[src/rtl/dma_burst_addr_gen.sv]
// dma_burst_addr_gen: turns one DMA descriptor into a stream of src/dst address
// pairs, one per accepted beat, over a valid/ready handshake.
// Optional feature: define DMA_ADDR_GEN_ABORT_EN to add the abort_i port.
module dma_burst_addr_gen #(
    parameter int unsigned ADDR_WIDTH = 16,
    parameter int unsigned LEN_WIDTH  = 8,
    parameter int unsigned BEAT_BYTES = 4
) (
    input  logic                  clk_i,
    input  logic                  reset_i,
    input  logic                  start_i,
    input  logic [ADDR_WIDTH-1:0] src_base_i,
    input  logic [ADDR_WIDTH-1:0] dst_base_i,
    input  logic [LEN_WIDTH-1:0]  len_i,
    input  logic                  src_fixed_i,
    input  logic                  dst_fixed_i,
`ifdef DMA_ADDR_GEN_ABORT_EN
    input  logic                  abort_i,
`endif
    output logic                  addr_valid_o,
    input  logic                  addr_ready_i,
    output logic [ADDR_WIDTH-1:0] src_addr_o,
    output logic [ADDR_WIDTH-1:0] dst_addr_o,
    output logic                  last_o,
    output logic                  busy_o,
    output logic                  done_o
);

    localparam logic [ADDR_WIDTH-1:0] STEP = ADDR_WIDTH'(BEAT_BYTES);
    localparam logic [LEN_WIDTH-1:0]  ONE  = LEN_WIDTH'(1);

    typedef enum logic [1:0] {
        ST_IDLE = 2'd0,
        ST_GEN  = 2'd1,
        ST_DONE = 2'd2
    } state_t;

    state_t                state_q;
    logic [LEN_WIDTH-1:0]  remaining_q;
    logic                  src_fixed_q;
    logic                  dst_fixed_q;
    logic                  handshake_c;
    logic                  abort_c;
    logic [ADDR_WIDTH-1:0] src_next_c;
    logic [ADDR_WIDTH-1:0] dst_next_c;
    logic [LEN_WIDTH-1:0]  remaining_dec_c;

`ifdef DMA_ADDR_GEN_ABORT_EN
    assign abort_c = abort_i;
`else
    assign abort_c = 1'b0;
`endif

    // Per-beat next values; address arithmetic wraps modulo 2^ADDR_WIDTH.
    assign handshake_c     = addr_valid_o && addr_ready_i;
    assign src_next_c      = src_fixed_q ? src_addr_o : src_addr_o + STEP;
    assign dst_next_c      = dst_fixed_q ? dst_addr_o : dst_addr_o + STEP;
    assign remaining_dec_c = remaining_q - ONE;

    // Burst FSM with all outputs registered.
    always_ff @(posedge clk_i) begin
        if (reset_i) begin
            state_q      <= ST_IDLE;
            remaining_q  <= '0;
            src_fixed_q  <= 1'b0;
            dst_fixed_q  <= 1'b0;
            addr_valid_o <= 1'b0;
            src_addr_o   <= '0;
            dst_addr_o   <= '0;
            last_o       <= 1'b0;
            busy_o       <= 1'b0;
            done_o       <= 1'b0;
        end else begin
            unique case (state_q)
                ST_IDLE: begin
                    addr_valid_o <= 1'b0;
                    done_o       <= 1'b0;
                    busy_o       <= 1'b0;
                    if (start_i) begin
                        busy_o      <= 1'b1;
                        src_fixed_q <= src_fixed_i;
                        dst_fixed_q <= dst_fixed_i;
                        if (len_i != '0) begin
                            state_q      <= ST_GEN;
                            addr_valid_o <= 1'b1;
                            src_addr_o   <= src_base_i;
                            dst_addr_o   <= dst_base_i;
                            remaining_q  <= len_i;
                            last_o       <= (len_i == ONE);
                        end else begin
                            // Empty descriptor: complete without issuing beats.
                            state_q     <= ST_DONE;
                            remaining_q <= '0;
                            done_o      <= 1'b1;
                        end
                    end
                end
                ST_GEN: begin
                    if (handshake_c) begin
                        src_addr_o  <= src_next_c;
                        dst_addr_o  <= dst_next_c;
                        remaining_q <= remaining_dec_c;
                        last_o      <= (remaining_dec_c == ONE);
                        if (remaining_q == ONE) begin
                            state_q      <= ST_DONE;
                            addr_valid_o <= 1'b0;
                            done_o       <= 1'b1;
                        end
                    end
                    // Abort wins over continuation; a coincident beat still counts.
                    if (abort_c) begin
                        state_q      <= ST_DONE;
                        addr_valid_o <= 1'b0;
                        last_o       <= 1'b0;
                        remaining_q  <= '0;
                        done_o       <= 1'b1;
                    end
                end
                ST_DONE: begin
                    state_q <= ST_IDLE;
                    done_o  <= 1'b0;
                    busy_o  <= 1'b0;
                end
                default: begin
                    state_q      <= ST_IDLE;
                    addr_valid_o <= 1'b0;
                    done_o       <= 1'b0;
                    busy_o       <= 1'b0;
                end
            endcase
        end
    end

endmodule

[config.mk]
export PLATFORM = sky130hd
export DESIGN_NAME = dma_burst_addr_gen
export DESIGN_NICKNAME = d
export VERILOG_FILES = /design/src/rtl/dma_burst_addr_gen.sv
export SDC_FILE = /design/constraint.sdc
export NUM_CORES = 1
export LEC_CHECK = 0
export BUFFER_PORTS_ARGS = -buffer_cell sky130_fd_sc_hd__buf_2
export CAP_MARGIN = 25
export CORE_ASPECT_RATIO = 0.7
export CORE_MARGIN = 5
export CORE_UTILIZATION = 30
export CTS_CLUSTER_SIZE = 20
export DETAILED_ROUTE_END_ITERATION = 16
export PLACE_DENSITY = 0.53
export SLEW_MARGIN = 10
export SYNTH_ARGS = -nofsm -noshare
export SYNTH_HDL_FRONTEND = slang
export SYNTH_SLANG_ARGS = --single-unit
[constraint.sdc]
create_clock -name clk_i -period 3.4 [get_ports clk_i]
set_input_delay 0.68 -clock clk_i [delete_from_list [all_inputs] [get_ports clk_i]]
set_output_delay 0.68 -clock clk_i [all_outputs]
set_load 0.01 [all_outputs]
==> results of run 1 <==
final cells by class:
cell class	instances	share of cell area
Sequential cell	48	0.278
Clock buffer	6	0.0401
Clock inverter	2	0.00289
Multi-Input combinational cell	298	0.499
Timing Repair Buffer	86	0.128
Inverter	7	0.00759
Tap cell	124	0.0448
sequential cells by signal, indices dropped and copies added, names as in the netlist:
register      cells
addr_valid_o      1
busy_o            1
done_o            1
dst_addr_o       16
dst_fixed_q       1
last_o            1
remaining_q       8
src_addr_o       16
src_fixed_q       1
state_q           2
worst paths after layout:
check / from / end / slack, ns / cells after the start
max: state_q[0]$_SDFFE_PP0P_ / dst_addr_o[7]$_SDFFE_PP0P_ / 0.92 / 5
min reg2reg: src_addr_o[0]$_SDFFE_PP0P_ / src_addr_o[0]$_SDFFE_PP0P_ / 0.45 / 2
max reg2reg: state_q[0]$_SDFFE_PP0P_ / dst_addr_o[7]$_SDFFE_PP0P_ / 0.92 / 5
min: src_addr_o[0]$_SDFFE_PP0P_ / src_addr_o[0]$_SDFFE_PP0P_ / 0.45 / 2
placed cells by master (no fill, tap or decap), types with 2 or more instances in the layout:
cell type	synthesis	final
nand2b_1	4	3
and2_1	2	2
o32ai_1	13	13
o211a_1	2	2
buf_4	1	5
dfxtp_1	48	48
and3_1	3	3
ha_1	4	4
o21a_1	5	5
nor4_1	4	4
clkbuf_16	0	5
o21ai_0	21	21
nor3b_1	3	3
nand3_1	13	13
nor3_1	14	14
xnor2_1	2	2
a31oi_1	3	3
a221oi_1	2	2
a211oi_1	8	8
a21oi_2	2	2
nand2_1	54	54
or2_2	3	3
a311oi_1	2	2
or3_1	3	3
a22o_1	3	3
nor2_1	40	40
buf_2	7	81
inv_1	6	6
a21oi_1	50	50
nand4_1	7	7
a21o_1	2	2
o31a_1	3	3
a32o_1	2	2
clkinv_2	0	2
metrics by stage:
step	total power, uW	hold slack (ns)	util	instances
floorplan	898	0.454	-	379
detailed placement	1020	0.444	0.364	563
global route	1600	0.475	0.380	571
CTS	1530	0.458	0.380	571
global placement	1020	0.437	0.364	563
finish	1510	0.454	0.380	571
metal layers:
metal	GRT usage	part of all wire
met3	0.0422	0.077
met2	0.206	0.40
met1	0.230	0.52
met5	0	0
met4	0.0250	0.0058
where the power goes:
group          switching (uW)  leakage [uW]  internal, uW
registers                58.1      0.000394           607
clock network             214     0.0000766           290
logic                     204      0.000912           141
total                     475       0.00138          1040
cell families after synthesis:
family | Yosys count
AOI/OAI and AO/OA | 128
xor gates and xnor gates | 3
adders and majority gates | 4
buffers and inverters | 33
DFF | 48
muxes | 1
and+or+nand+nor | 162
Yosys cell counts, types with 2 or more instances:
cell	number
nand2_1	54
a21oi_1	50
dfxtp_1	48
nor2_1	40
o21ai_0	21
clkbuf_1	14
nor3_1	14
nand3_1	13
o32ai_1	13
a211oi_1	8
buf_2	7
nand4_1	7
inv_1	6
o21a_1	5
buf_1	4
ha_1	4
nand2b_1	4
nor4_1	4
a22o_1	3
a31oi_1	3
and3_1	3
nor3b_1	3
o31a_1	3
or2_2	3
or3_1	3
a21o_1	2
a21oi_2	2
a221oi_1	2
a311oi_1	2
a32o_1	2
and2_1	2
nor2b_1	2
o211a_1	2
xnor2_1	2
worst min-delay path, cell delays in order, from the launching register on:
cell and delay [ns]:
dfxtp_1 0.31, nand2_1 0.05, a21oi_1 0.05
==> results_dict.tcl, run 1 <==
set metrics [dict create \
    cts_tree "done" \
    synth_top_family_by_area "compound AO/OA/AOI/OAI gates" \
    finalClockSkew_ns 0.00367 \
    path_max_fanout 17 \
    min_period_ns 2.48 \
    synth_top_area_cell "dfxtp_1" \
    netlist.area_leader.share 0.341 \
    core_um2 9110 \
    tightest_slew_ns 0.747 \
    max_slew_margin 0.501 \
    clockBufferDepth 2 \
    drive_gt1_frac 0.246 \
    die_w_um 126 \
    synth_compound_area_frac 0.303 \
    fin_area_um2 3460 \
    n_fill_cell 980 \
    post_drt_wl_per_cell_um 15.3 \
    layout.nets 496 \
    synthAdderAreaFrac 0.0178 \
    cts_root_buffer "clkbuf_16" \
    rsz0062_at_grt "no" \
    synth_fp_nets 429 \
    fin_setup_tns_ns 0 \
    drtAntennaViolNets 0 \
    routed_via_density 5.38 \
    grt_pass1_vias 2835 \
    final-max-slew-violation-count 0 \
    critPathSlowestCell "dfxtp_1" \
    grt_max_degree 35 \
    yosysUniqueCellTypes 58 \
    antenna_found_initial 0 \
    post_cts_buffers 0 \
    synthMuxAreaShare 0.00355 \
    worst-path-buf-inv 0 \
    io_pins 82 \
    crit_path_end_kind "flop" \
    cts_hold_buf 0 \
    ys.flop_type "dfxtp_1" \
    start_kind "flop" \
    max_stage_delay_ns 0.68 \
    die_area_um2 11500 \
    wl_um 8750 \
    grt_usage 0.149 \
    seqCellArea_um2 961 \
    clock_latency_ns 0.29 \
    setup_violations 0 \
    crit_required_ns 3.55 \
    netlist_instances 379 \
    path_cells "nand3_1, a21oi_2, o211ai_2, a21oi_1, o32ai_1" \
    maxCapViolCount 0 \
    yosysSeqAreaShare 0.341 \
    synth.avg_cell_area_um2 7.43 \
    num_vias 3071 \
    max_freq_mhz 403 \
    power_density_nw_per_um2 437 \
    cts_made_buffers 5 \
    area_growth_pct 22.8 \
    drcViolationCount 0 \
    clock-sinks 48 \
    yosys-top-cells-area "dfxtp_1 34%, a21oi_1 8.9%, nand2_1 7.2%, nor2_1 5.3%, o32ai_1 4.0%" \
    ir_drop_uv 162 \
    worstPathArrival_ns 2.63 \
    multi_input_area_um2 1730 \
    ys_warn_count 0 \
    crit_type "flop to flop" \
    post-dp-hpwl_um 6280 \
    drtPass1Iterations 5 \
    cts_max_level 2 \
    syn_area_um2 2820 \
    hp-class "flop to flop" \
    leakage_uw 0.00138 \
    dpl_cell_area_um2 3310 \
    grt_pass1_wl_um 14300 \
    drtIter0Drc 258 \
    synth_edf_count 0 \
    pre_cts_ws_ns 0.879 \
    synth_xor_area_frac 0.00933 \
    synth-simple-area-share 0.277 \
    clk_pin_slew_ns 0.06 \
    ys_seq_elements 48 \
    gp_congestion 0.858 \
    cp_top_family "compound AO/OA/AOI/OAI gates" \
    timing.final.ws_setup_ns 0.920 \
    hold_violations 0 \
    fin_crit_sh 0.730 \
    outcome "completed" \
    antennaDiodeCount 0 \
    grt-ovfl-total 0 \
    die_h_um 91.1 \
    async_reset_ff_frac 0 \
    cts.repair.resized 0 \
    port-buffer-count 81 \
    std_cell_rows 29 \
    start_util 0.309 \
]
No activity file was read; power rests on OpenSTA's default activity.
==> inputs of run 2 (changes only) <==
==> constraint.sdc (replaced) <==
create_clock -name clk_i -period 2.59 [get_ports clk_i]
set_input_delay 0.518 -clock clk_i [delete_from_list [all_inputs] [get_ports clk_i]]
set_output_delay 0.518 -clock clk_i [all_outputs]
set_load 0.01 [all_outputs]
==> results_dict.tcl, run 2 (synthesized netlist as in run 1, its figures left out) <==
set metrics [dict create \
    io_pins 82 \
    layout.nets 501 \
    start_util 0.309 \
    hp-class "flop to flop" \
    cts_root_buffer "clkbuf_16" \
    cts_tree "done" \
    die_h_um 91.1 \
    max_freq_mhz 499 \
    layout_commonest_cell "buf_2" \
    num_vias 3061 \
    fin_util 0.388 \
    fin_hold_ws_ns 0.454 \
    cts_made_buffers 5 \
    hold_violations 0 \
    tightest_slew_ns 0.508 \
    antenna_found_initial 0 \
    instances_no_fill 576 \
    finalClockSkew_ns 0.00549 \
    antennaDiodeCount 0 \
    maxCapViolCount 0 \
    top_regs "dst_addr_o: 16 flops, src_addr_o: 16 flops, remaining_q: 8 flops" \
    drtPass1Iterations 5 \
    crit_path_end_kind "flop" \
    post_cts_buffers 0 \
    std_cell_rows 29 \
    crit_type "input port to flop" \
    crit_required_ns 2.82 \
    drtIter0Drc 226 \
    leakage_uw 0.00142 \
    grt_usage 0.152 \
    clock-sinks 48 \
    fin_crit_sh 0.774 \
    drtAntennaViolNets 0 \
    fin_setup_tns_ns 0 \
    post-dp-hpwl_um 6300 \
    dpl_cell_area_um2 3370 \
    placed_cells 568 \
    grt_max_degree 44 \
    cts_max_level 2 \
    outcome "completed" \
    setup_violations 0 \
    cts_hold_buf 0 \
    min_period_ns 2.00 \
    core_um2 9110 \
    final-max-slew-violation-count 0 \
    area_growth_pct 25.5 \
    clk_pin_slew_ns 0.07 \
    worstPathArrival_ns 2.24 \
    cts.repair.resized 0 \
    die_w_um 126 \
    post_drt_wl_per_cell_um 15.5 \
    grt_pass1_vias 2824 \
    gp_congestion 0.807 \
    port-buffer-count 81 \
    grt-ovfl-total 0 \
    layout_common_cells "81 x buf_2, 54 x nand2_1, 50 x a21oi_1" \
    routed_via_density 5.31 \
    start_kind "input port" \
    path_max_fanout 10 \
    clock_latency_ns 0.29 \
    rsz0062_at_grt "no" \
    die_area_um2 11500 \
    ir_drop_uv 249 \
    max_slew_margin 0.661 \
    fin_area_um2 3540 \
    grt_pass1_wl_um 14500 \
    drive_gt1_frac 0.252 \
    drcViolationCount 0 \
    clockBufferDepth 2 \
    power_density_nw_per_um2 590 \
    wl_um 8910 \
]
==> run 2: routing by layer <==
layer  vias to the layer above  routed length [um]  share of wire  track usage
li1                       1536                   -              -            -
met1                      1394                4720           0.53        0.230
met2                       125                3480           0.39        0.211
met3                         6                 646          0.073       0.0416
met4                         0                  60         0.0067       0.0348
met5                         -                   0              0            0
==> run 2: critical path, cell delays in order <==
cell and delay, ns:
buf_2 0.11, nor3_1 0.40, nand3_2 0.29, o211a_1 0.41, a221oi_1 0.34, o21a_1 0.16
==> run 2: cell type report <==
type	count	area, um^2
Fill cell	971	5570
Clock inverter	2	35.0
Clock buffer	6	129
Tap cell	124	155
Timing Repair Buffer	91	505
Sequential cell	48	961
Inverter	7	26.3
Multi-Input combinational cell	298	1730
==> run 2: path summary, 6_finish.rpt <==
path	from	to	slack, ns	cells after the start
setup / recovery	len_i[3]	dst_addr_o[9]$_SDFFE_PP0P_	0.59	6
hold / removal	dst_addr_o[1]$_SDFFE_PP0P_	dst_addr_o[1]$_SDFFE_PP0P_	0.45	2
setup reg to reg	state_q[0]$_SDFFE_PP0P_	dst_addr_o[9]$_SDFFE_PP0P_	0.62	6
hold reg to reg	dst_addr_o[1]$_SDFFE_PP0P_	dst_addr_o[1]$_SDFFE_PP0P_	0.45	2
==> run 2: power breakdown <==
part / switching [uW] / leakage [uW] / internal (uW)
logic: 273 / 0.000947 / 200
registers: 75.1 / 0.000394 / 796
clock network: 287 / 0.0000808 / 455
total: 635 / 0.00142 / 1450
==> run 2: through the flow <==
stage               total power, uW  setup slack (ns)
floorplan                      1180             0.770
global placement               1350             0.373
detailed placement             1360             0.314
CTS                            2110             0.614
global route                   2200             0.469
finish                         2090             0.585
